`src/rtl/sort_frame_loader_if.sv`:
```
// ----------------------------------------------------------------------------
// sort_stream_if / sort_launch_if
//
// Bundles used by sort_frame_loader.
//
// sort_stream_if : serial valid/ready sample stream.
//   master drives in_valid, in_data, in_last; slave drives in_ready.
//   A sample moves on a rising edge where in_valid & in_ready.
//
// sort_launch_if : parallel frame hand-off to the sorter.
//   master (loader) drives sort_data[N] and sort_start;
//   slave (sorter) drives the sort_done pulse.
// ----------------------------------------------------------------------------
interface sort_stream_if #(
  parameter int WIDTH = 8
);
  logic             in_valid;
  logic             in_ready;
  logic [WIDTH-1:0] in_data;
  logic             in_last;

  modport master (output in_valid, output in_data, output in_last, input in_ready);
  modport slave  (input in_valid, input in_data, input in_last, output in_ready);
endinterface

interface sort_launch_if #(
  parameter int N     = 6,
  parameter int WIDTH = 8
);
  logic [WIDTH-1:0] sort_data [N];
  logic             sort_start;
  logic             sort_done;

  modport master (output sort_data, output sort_start, input sort_done);
  modport slave  (input sort_data, input sort_start, output sort_done);
endinterface

```
`src/rtl/sort_frame_loader.sv`:
```
// ----------------------------------------------------------------------------
// sort_frame_loader
//
// Upstream feeder for a parallel sorter. Samples arriving on a serial
// valid/ready stream are collected into a frame of N slots. A full frame, or
// a short frame closed by in_last, is launched with a one-cycle sort_start
// pulse, and the frame is held stable until the sorter answers with
// sort_done. Unfilled slots of a short frame are written with PAD_VAL so that
// they sort to the top end. If the sorter stays silent for TIMEOUT cycles the
// loader gives up, flags timeout_err (sticky until the next launch) and
// returns to collecting samples.
//
// Ports
//   clk          in   rising-edge clock
//   rst          in   synchronous active-high reset
//   in_s         sort_stream_if.slave : in_valid/in_data/in_last in, in_ready out
//   sort_m       sort_launch_if.master: sort_data[N]/sort_start out, sort_done in
//   frame_len    out  real (non-pad) samples in the most recently launched frame
//   busy         out  high whenever the loader is not collecting samples
//   timeout_err  out  sticky: last launched frame was never acknowledged
// ----------------------------------------------------------------------------
module sort_frame_loader #(
  parameter int               N       = 6,
  parameter int               WIDTH   = 8,
  parameter logic [WIDTH-1:0] PAD_VAL = '1,
  parameter int               TIMEOUT = 32
) (
  input  logic                     clk,
  input  logic                     rst,
  sort_stream_if.slave             in_s,
  sort_launch_if.master            sort_m,
  output logic [$clog2(N+1)-1:0]   frame_len,
  output logic                     busy,
  output logic                     timeout_err
);

  localparam int CNT_W = $clog2(N + 1);
  localparam int TMR_W = $clog2(TIMEOUT);

  localparam logic [CNT_W-1:0] LAST_IDX = CNT_W'(N - 1);
  localparam logic [TMR_W-1:0] TMR_LAST = TMR_W'(TIMEOUT - 1);

  typedef enum logic [1:0] {
    FILL   = 2'd0,
    PAD    = 2'd1,
    LAUNCH = 2'd2,
    WAIT   = 2'd3
  } state_t;

  state_t           state;
  state_t           state_nxt;
  logic [CNT_W-1:0] cnt;
  logic [TMR_W-1:0] timer;
  logic [WIDTH-1:0] data_r [N];
  logic             start_r;
  logic             ready;
  logic             xfer;

  assign xfer = in_s.in_valid & ready;

  // State register
  always_ff @(posedge clk) begin
    if (rst) begin
      state <= FILL;
    end else begin
      state <= state_nxt;
    end
  end

  // Next-state logic
  always_comb begin
    state_nxt = state;
    unique case (state)
      FILL: begin
        if (xfer) begin
          // A frame is closed by the Nth sample regardless of in_last.
          if (cnt == LAST_IDX) begin
            state_nxt = LAUNCH;
          end else if (in_s.in_last) begin
            state_nxt = PAD;
          end
        end
      end
      PAD:    state_nxt = LAUNCH;
      LAUNCH: state_nxt = WAIT;
      WAIT: begin
        if (sort_m.sort_done || (timer == TMR_LAST)) begin
          state_nxt = FILL;
        end
      end
      default: state_nxt = FILL;
    endcase
  end

  // Output logic
  always_comb begin
    ready             = (state == FILL) & ~rst;
    in_s.in_ready     = ready;
    busy              = (state != FILL);
    sort_m.sort_start = start_r;
    sort_m.sort_data  = data_r;
  end

  // Frame storage, counters and status
  always_ff @(posedge clk) begin
    if (rst) begin
      cnt         <= '0;
      timer       <= '0;
      start_r     <= 1'b0;
      frame_len   <= '0;
      timeout_err <= 1'b0;
      for (int k = 0; k < N; k++) begin
        data_r[k] <= '0;
      end
    end else begin
      // Registered launch pulse: high exactly while the FSM sits in LAUNCH,
      // and the state before LAUNCH never holds it high.
      start_r <= (state_nxt == LAUNCH);

      unique case (state)
        FILL: begin
          if (xfer) begin
            for (int k = 0; k < N; k++) begin
              if (CNT_W'(k) == cnt) begin
                data_r[k] <= in_s.in_data;
              end
            end
            cnt <= cnt + CNT_W'(1);
          end
        end
        PAD: begin
          // cnt holds the number of real samples; everything above is padded.
          for (int k = 0; k < N; k++) begin
            if (CNT_W'(k) >= cnt) begin
              data_r[k] <= PAD_VAL;
            end
          end
        end
        LAUNCH: begin
          frame_len   <= cnt;
          timeout_err <= 1'b0;
          timer       <= '0;
        end
        WAIT: begin
          timer <= timer + TMR_W'(1);
          // An acknowledge arriving on the timeout cycle takes priority.
          if (sort_m.sort_done) begin
            cnt <= '0;
          end else if (timer == TMR_LAST) begin
            timeout_err <= 1'b1;
            cnt         <= '0;
          end
        end
        default: ;
      endcase
    end
  end

endmodule

```
`src/flat_wrapper.sv`:
```
// flat-port wrapper written by rule: the top's interface ports become plain ports
module sort_frame_loader_flat 
#(
  parameter int               N       = 6,
  parameter int               WIDTH   = 8,
  parameter logic [WIDTH-1:0] PAD_VAL = '1,
  parameter int               TIMEOUT = 32
)
  (clk, rst, frame_len, busy, timeout_err, in_s_in_valid, in_s_in_data, in_s_in_last, in_s_in_ready, sort_m_sort_data, sort_m_sort_start, sort_m_sort_done);
  sort_stream_if #(.WIDTH(WIDTH)) in_s_i ();
  sort_launch_if #(.N(N), .WIDTH(WIDTH)) sort_m_i ();
  input  logic clk;
  input  logic rst;
  output logic [$clog2(N+1)-1:0] frame_len;
  output logic busy;
  output logic timeout_err;
  input wire logic [$bits(in_s_i.in_valid)-1:0] in_s_in_valid;
  input wire logic [$bits(in_s_i.in_data)-1:0] in_s_in_data;
  input wire logic [$bits(in_s_i.in_last)-1:0] in_s_in_last;
  output wire logic [$bits(in_s_i.in_ready)-1:0] in_s_in_ready;
  output wire logic [$bits(sort_m_i.sort_data)-1:0] sort_m_sort_data;
  output wire logic [$bits(sort_m_i.sort_start)-1:0] sort_m_sort_start;
  input wire logic [$bits(sort_m_i.sort_done)-1:0] sort_m_sort_done;
  assign in_s_i.in_valid = in_s_in_valid;
  assign in_s_i.in_data = in_s_in_data;
  assign in_s_i.in_last = in_s_in_last;
  assign in_s_in_ready = in_s_i.in_ready;
  assign sort_m_sort_data = {>>{sort_m_i.sort_data}};
  assign sort_m_sort_start = sort_m_i.sort_start;
  assign sort_m_i.sort_done = sort_m_sort_done;
  sort_frame_loader #(.N(N), .WIDTH(WIDTH), .PAD_VAL(PAD_VAL), .TIMEOUT(TIMEOUT)) u_core (.clk(clk), .rst(rst), .in_s(in_s_i), .sort_m(sort_m_i), .frame_len(frame_len), .busy(busy), .timeout_err(timeout_err));
endmodule
```
`config.mk`:
```
export PLATFORM = sky130hd
export DESIGN_NAME = sort_frame_loader_flat
export DESIGN_NICKNAME = d
export VERILOG_FILES = /design/src/rtl/sort_frame_loader_if.sv /design/src/rtl/sort_frame_loader.sv /design/src/flat_wrapper.sv
export SDC_FILE = /design/constraint.sdc
export NUM_CORES = 1
export LEC_CHECK = 0
export BUFFER_PORTS_ARGS = -buffer_cell sky130_fd_sc_hd__buf_2
export CORE_MARGIN = 2
export CORE_UTILIZATION = 56
export DETAILED_ROUTE_END_ITERATION = 7
export PLACE_DENSITY = 0.84
export SETUP_SLACK_MARGIN = 0.4
export SYNTH_ARGS = -nofsm -noshare
export SYNTH_HDL_FRONTEND = slang
export SYNTH_SLANG_ARGS = --single-unit
```
`constraint.sdc`:
```
create_clock -name clk -period 6.1 [get_ports clk]
set_clock_uncertainty 0.1 [all_clocks]
set_input_delay 0 -clock clk [delete_from_list [all_inputs] [get_ports clk]]
set_output_delay 0 -clock clk [all_outputs]
set_load 0.05 [all_outputs]
```
==> reports/results.tsv <==
stage	metric	value	unit
die	dieArea	0.00532	mm2
die	num_rows	25	
detailed_routing	num_vias	2234	
place	portBuffers	67	
die	initial_core_util	57.1	%
place	dp_hpwl	4.07	mm
logic_synthesis	ys_seq_elements	63	
logic_synthesis	synth-main-ff-cell	dfxtp_1	
pwr	p_leak	1.43	nW
critical_path	crit_type	register to register	
layout	final_common_cell	buf_2	
critical_path	r2r_slack	3.49	ns
sta	final_max_slew_viol_count	0	
layout	synthToLayoutAreaGrowth	21.4	%
critical_path	arrival	2.75	ns
global_route	grt_pass1_wl	10.2	mm
logic_synthesis	synth-async-reset-ratio	0	%
critical_path	r2r_end	u_core.sort_m.sort_data[39]$_SDFFE_PP0P_	
critical_path	r2r-start	u_core.state[0]$_SDFF_PP0_	
sta	max-slew-margin-rel	27.3	%
sta	rsz0062_at_grt	no	
critical_path	critPathLaunchType	register	
layout	layout_common_cells	buf_2, dfxtp_1, nor2_1	
place	gp_congestion	0.802	
clock_network	cts_hold_buf	9	
clock_network	cts_tree	built	
critical_path	end_kind	register	
pwr	ir_drop	0.000281	V
logic_synthesis	synth_top_area_share	47.4	%
global_route	grt_overflow_total	0	
worst_hold_path	min_to	u_core.state[1]$_SDFF_PP0_	
critical_path	crit_fanout	16	
clock_network	cts.sinks	63	
pwr	cellPowerDensity	566	mW/mm2
worst_hold_path	hold_depth	4	
logic_synthesis	yosysWarnings	0	
detailed_routing	wirelength	6.22	mm
logic_synthesis	ys_seq_area_share	47.4	%
die	fp.coreArea	0.00466	mm2
sta	clock.fmax	383	MHz
detailed_routing	viasPerCell	5.70	
status	outcome	finished, final reports clean	
clock_network	htree_levels	3	
logic_synthesis	synth.largest_area_cell	dfxtp_1	
detailed_routing	drt_iter0_markers	161	
layout	n_fill_cell	365	
logic_synthesis	netlist_area	0.00266	mm2
place	dp_slack	3.60	ns
sta	finalCritPeriodShare	42.8	%
critical_path	cp.required	6.24	ns
clock_network	clk_pin_slew_worst_paths	0.07	ns
layout	fin_nets	356	
flow_run	maxCapViolations	0	
logic_synthesis	synth.avg_cell_area	10.0	um2
sta	hold_viol	0	
layout	final_area	0.00323	mm2
logic_synthesis	syn_nets	288	
clock_network	clockBufferDepth	2	
global_route	grt_start_max_net_pins	60	
logic_synthesis	synth_cell_types	46	
worst_hold_path	min_from	in_s_in_last	
sta	worst_slew_pin_slew	1.09	ns
sta	setup_violations	0	
sta	worst_slack	3.49	ns
die	fp.dieW	72.9	um
detailed_routing	routedWlPerCell	15.9	um
die	io_pins	68	
clock_network	cts-buffers-inserted	9	
clock_network	clkLatencyLatePin	0.34	ns
worst_hold_path	hold_path.class	input pin to register	
place	place_area	0.00295	mm2
detailed_routing	dr.pass1.iters	5	
pwr	totalPowerFinal	1.83	mW
layout	layout-drive-gt1-share	31.7	%
logic_synthesis	synth_edf_count	0	
global_route	antenna_found_initial	0	
detailed_routing	drc	0	
layout	antenna_cells	0	
detailed_routing	antenna_left	0	
sta	setup_tns	0	ns
clock_network	ctsResizeCount	0	
global_route	track_usage	25.1	%
layout	fin_util	69.3	%
global_route	grt_pass1_vias	2117	
logic_synthesis	ys_top_cells_by_area	dfxtp_1, a211oi_1, nor2_1, ha_1, o221a_2	
clock_network	root_buffer	clkbuf_8	
sta	post-route-min-period	2.61	ns
critical_path	reg2reg_depth	6	
die	die_y	72.9	um
logic_synthesis	synthCells	265	
clock_network	cts_setup_buffers	0	
-- cells in the mapped netlist (2+ instances only) --
cell type   n
clkbuf_1    9
ha_1       10
a21oi_1     5
or3_1       2
buf_2       2
a31oi_1     2
o22ai_1    10
a211oi_1   30
a22oi_1     4
dfxtp_1    63
mux2i_1     4
o221a_2     8
a221oi_4    3
nand2b_1    2
nand2_1     2
buf_6       5
inv_1       8
buf_4       2
and2_1      2
a211oi_2    4
o21ai_0     5
nor2_1     59
-- routing by layer --
layer  vias up  wire length [um]  global-route usage (%)
met5         -                 0                       0
met4         0               104                    11.7
met3        12               296                    6.49
met2        65              2940                    37.8
met1      1064              2880                    33.8
li1       1093                 -                       -
-- cell families after synthesis --
kind of cell,count (synthesis),share of synthesized area [%]
adder cells (fa/ha/maj),10,4.70
AO/OA/AOI/OAI,76,24.8
multiplexers,4,1.50
flip-flops,63,47.4
XOR/XNOR,2,0.658
AND/OR/NAND/NOR,82,15.2
buffers and inverters,28,5.74
-- area by class of cell --
cell class	instances	area, um2	share of cell area [%]
sequential	63	1260	39.0
multi-input combinational	174	1250	38.6
timing repair buffer	76	425	13.2
clock buffer	9	124	3.83
clock inverter	7	72.6	2.25
tap	54	67.6	2.09
inverter	9	33.8	1.05
-- power breakdown --
group | total (mW) | internal [mW] | leakage (nW) | switching, mW
clock network | 0.357 | 0.189 | 0.0956 | 0.168
registers | 0.584 | 0.512 | 0.513 | 0.0719
logic | 0.889 | 0.254 | 0.820 | 0.635
total | 1.83 | 0.955 | 1.43 | 0.876
-- worst max-delay path by stage --
stage	startpoint	to	cells past startpoint
after floorplan	u_core.state[0]$_SDFF_PP0_	u_core.sort_m.sort_data[33]$_SDFFE_PP0P_	8
after global placement	u_core.state[0]$_SDFF_PP0_	u_core.sort_m.sort_data[34]$_SDFFE_PP0P_	6
after detailed placement	u_core.state[0]$_SDFF_PP0_	u_core.sort_m.sort_data[38]$_SDFFE_PP0P_	6
after CTS	u_core.state[0]$_SDFF_PP0_	u_core.sort_m.sort_data[39]$_SDFFE_PP0P_	6
after global routing	u_core.state[0]$_SDFF_PP0_	u_core.sort_m.sort_data[39]$_SDFFE_PP0P_	6
final	u_core.state[0]$_SDFF_PP0_	u_core.sort_m.sort_data[39]$_SDFFE_PP0P_	6
-- critical path, stage by stage, from the launching register on --
cell,delay (ns)
dfxtp_1,0.35
inv_1,0.13
ha_1,0.45
nand3b_4,0.22
a2111oi_4,0.84
nor2_1,0.14
a211oi_1,0.27
-- sequential cells by signal, indices dropped and copies added (netlist names) --
register	count
u_core.timeout_err	1
u_core.frame_len	3
u_core.sort_m.sort_start	1
u_core.state	2
u_core.cnt	3
u_core.timer	5
u_core.sort_m.sort_data	48
-- metrics by stage --
stage          cells  hold WS (ns)
2_1_floorplan    265        0.0656
3_3_place_gp     367         0.190
3_5_place_dp     367         0.193
4_1_cts          392         0.112
5_1_grt          392         0.173
6_report         392         0.124
(Power assumes the default switching activity.)
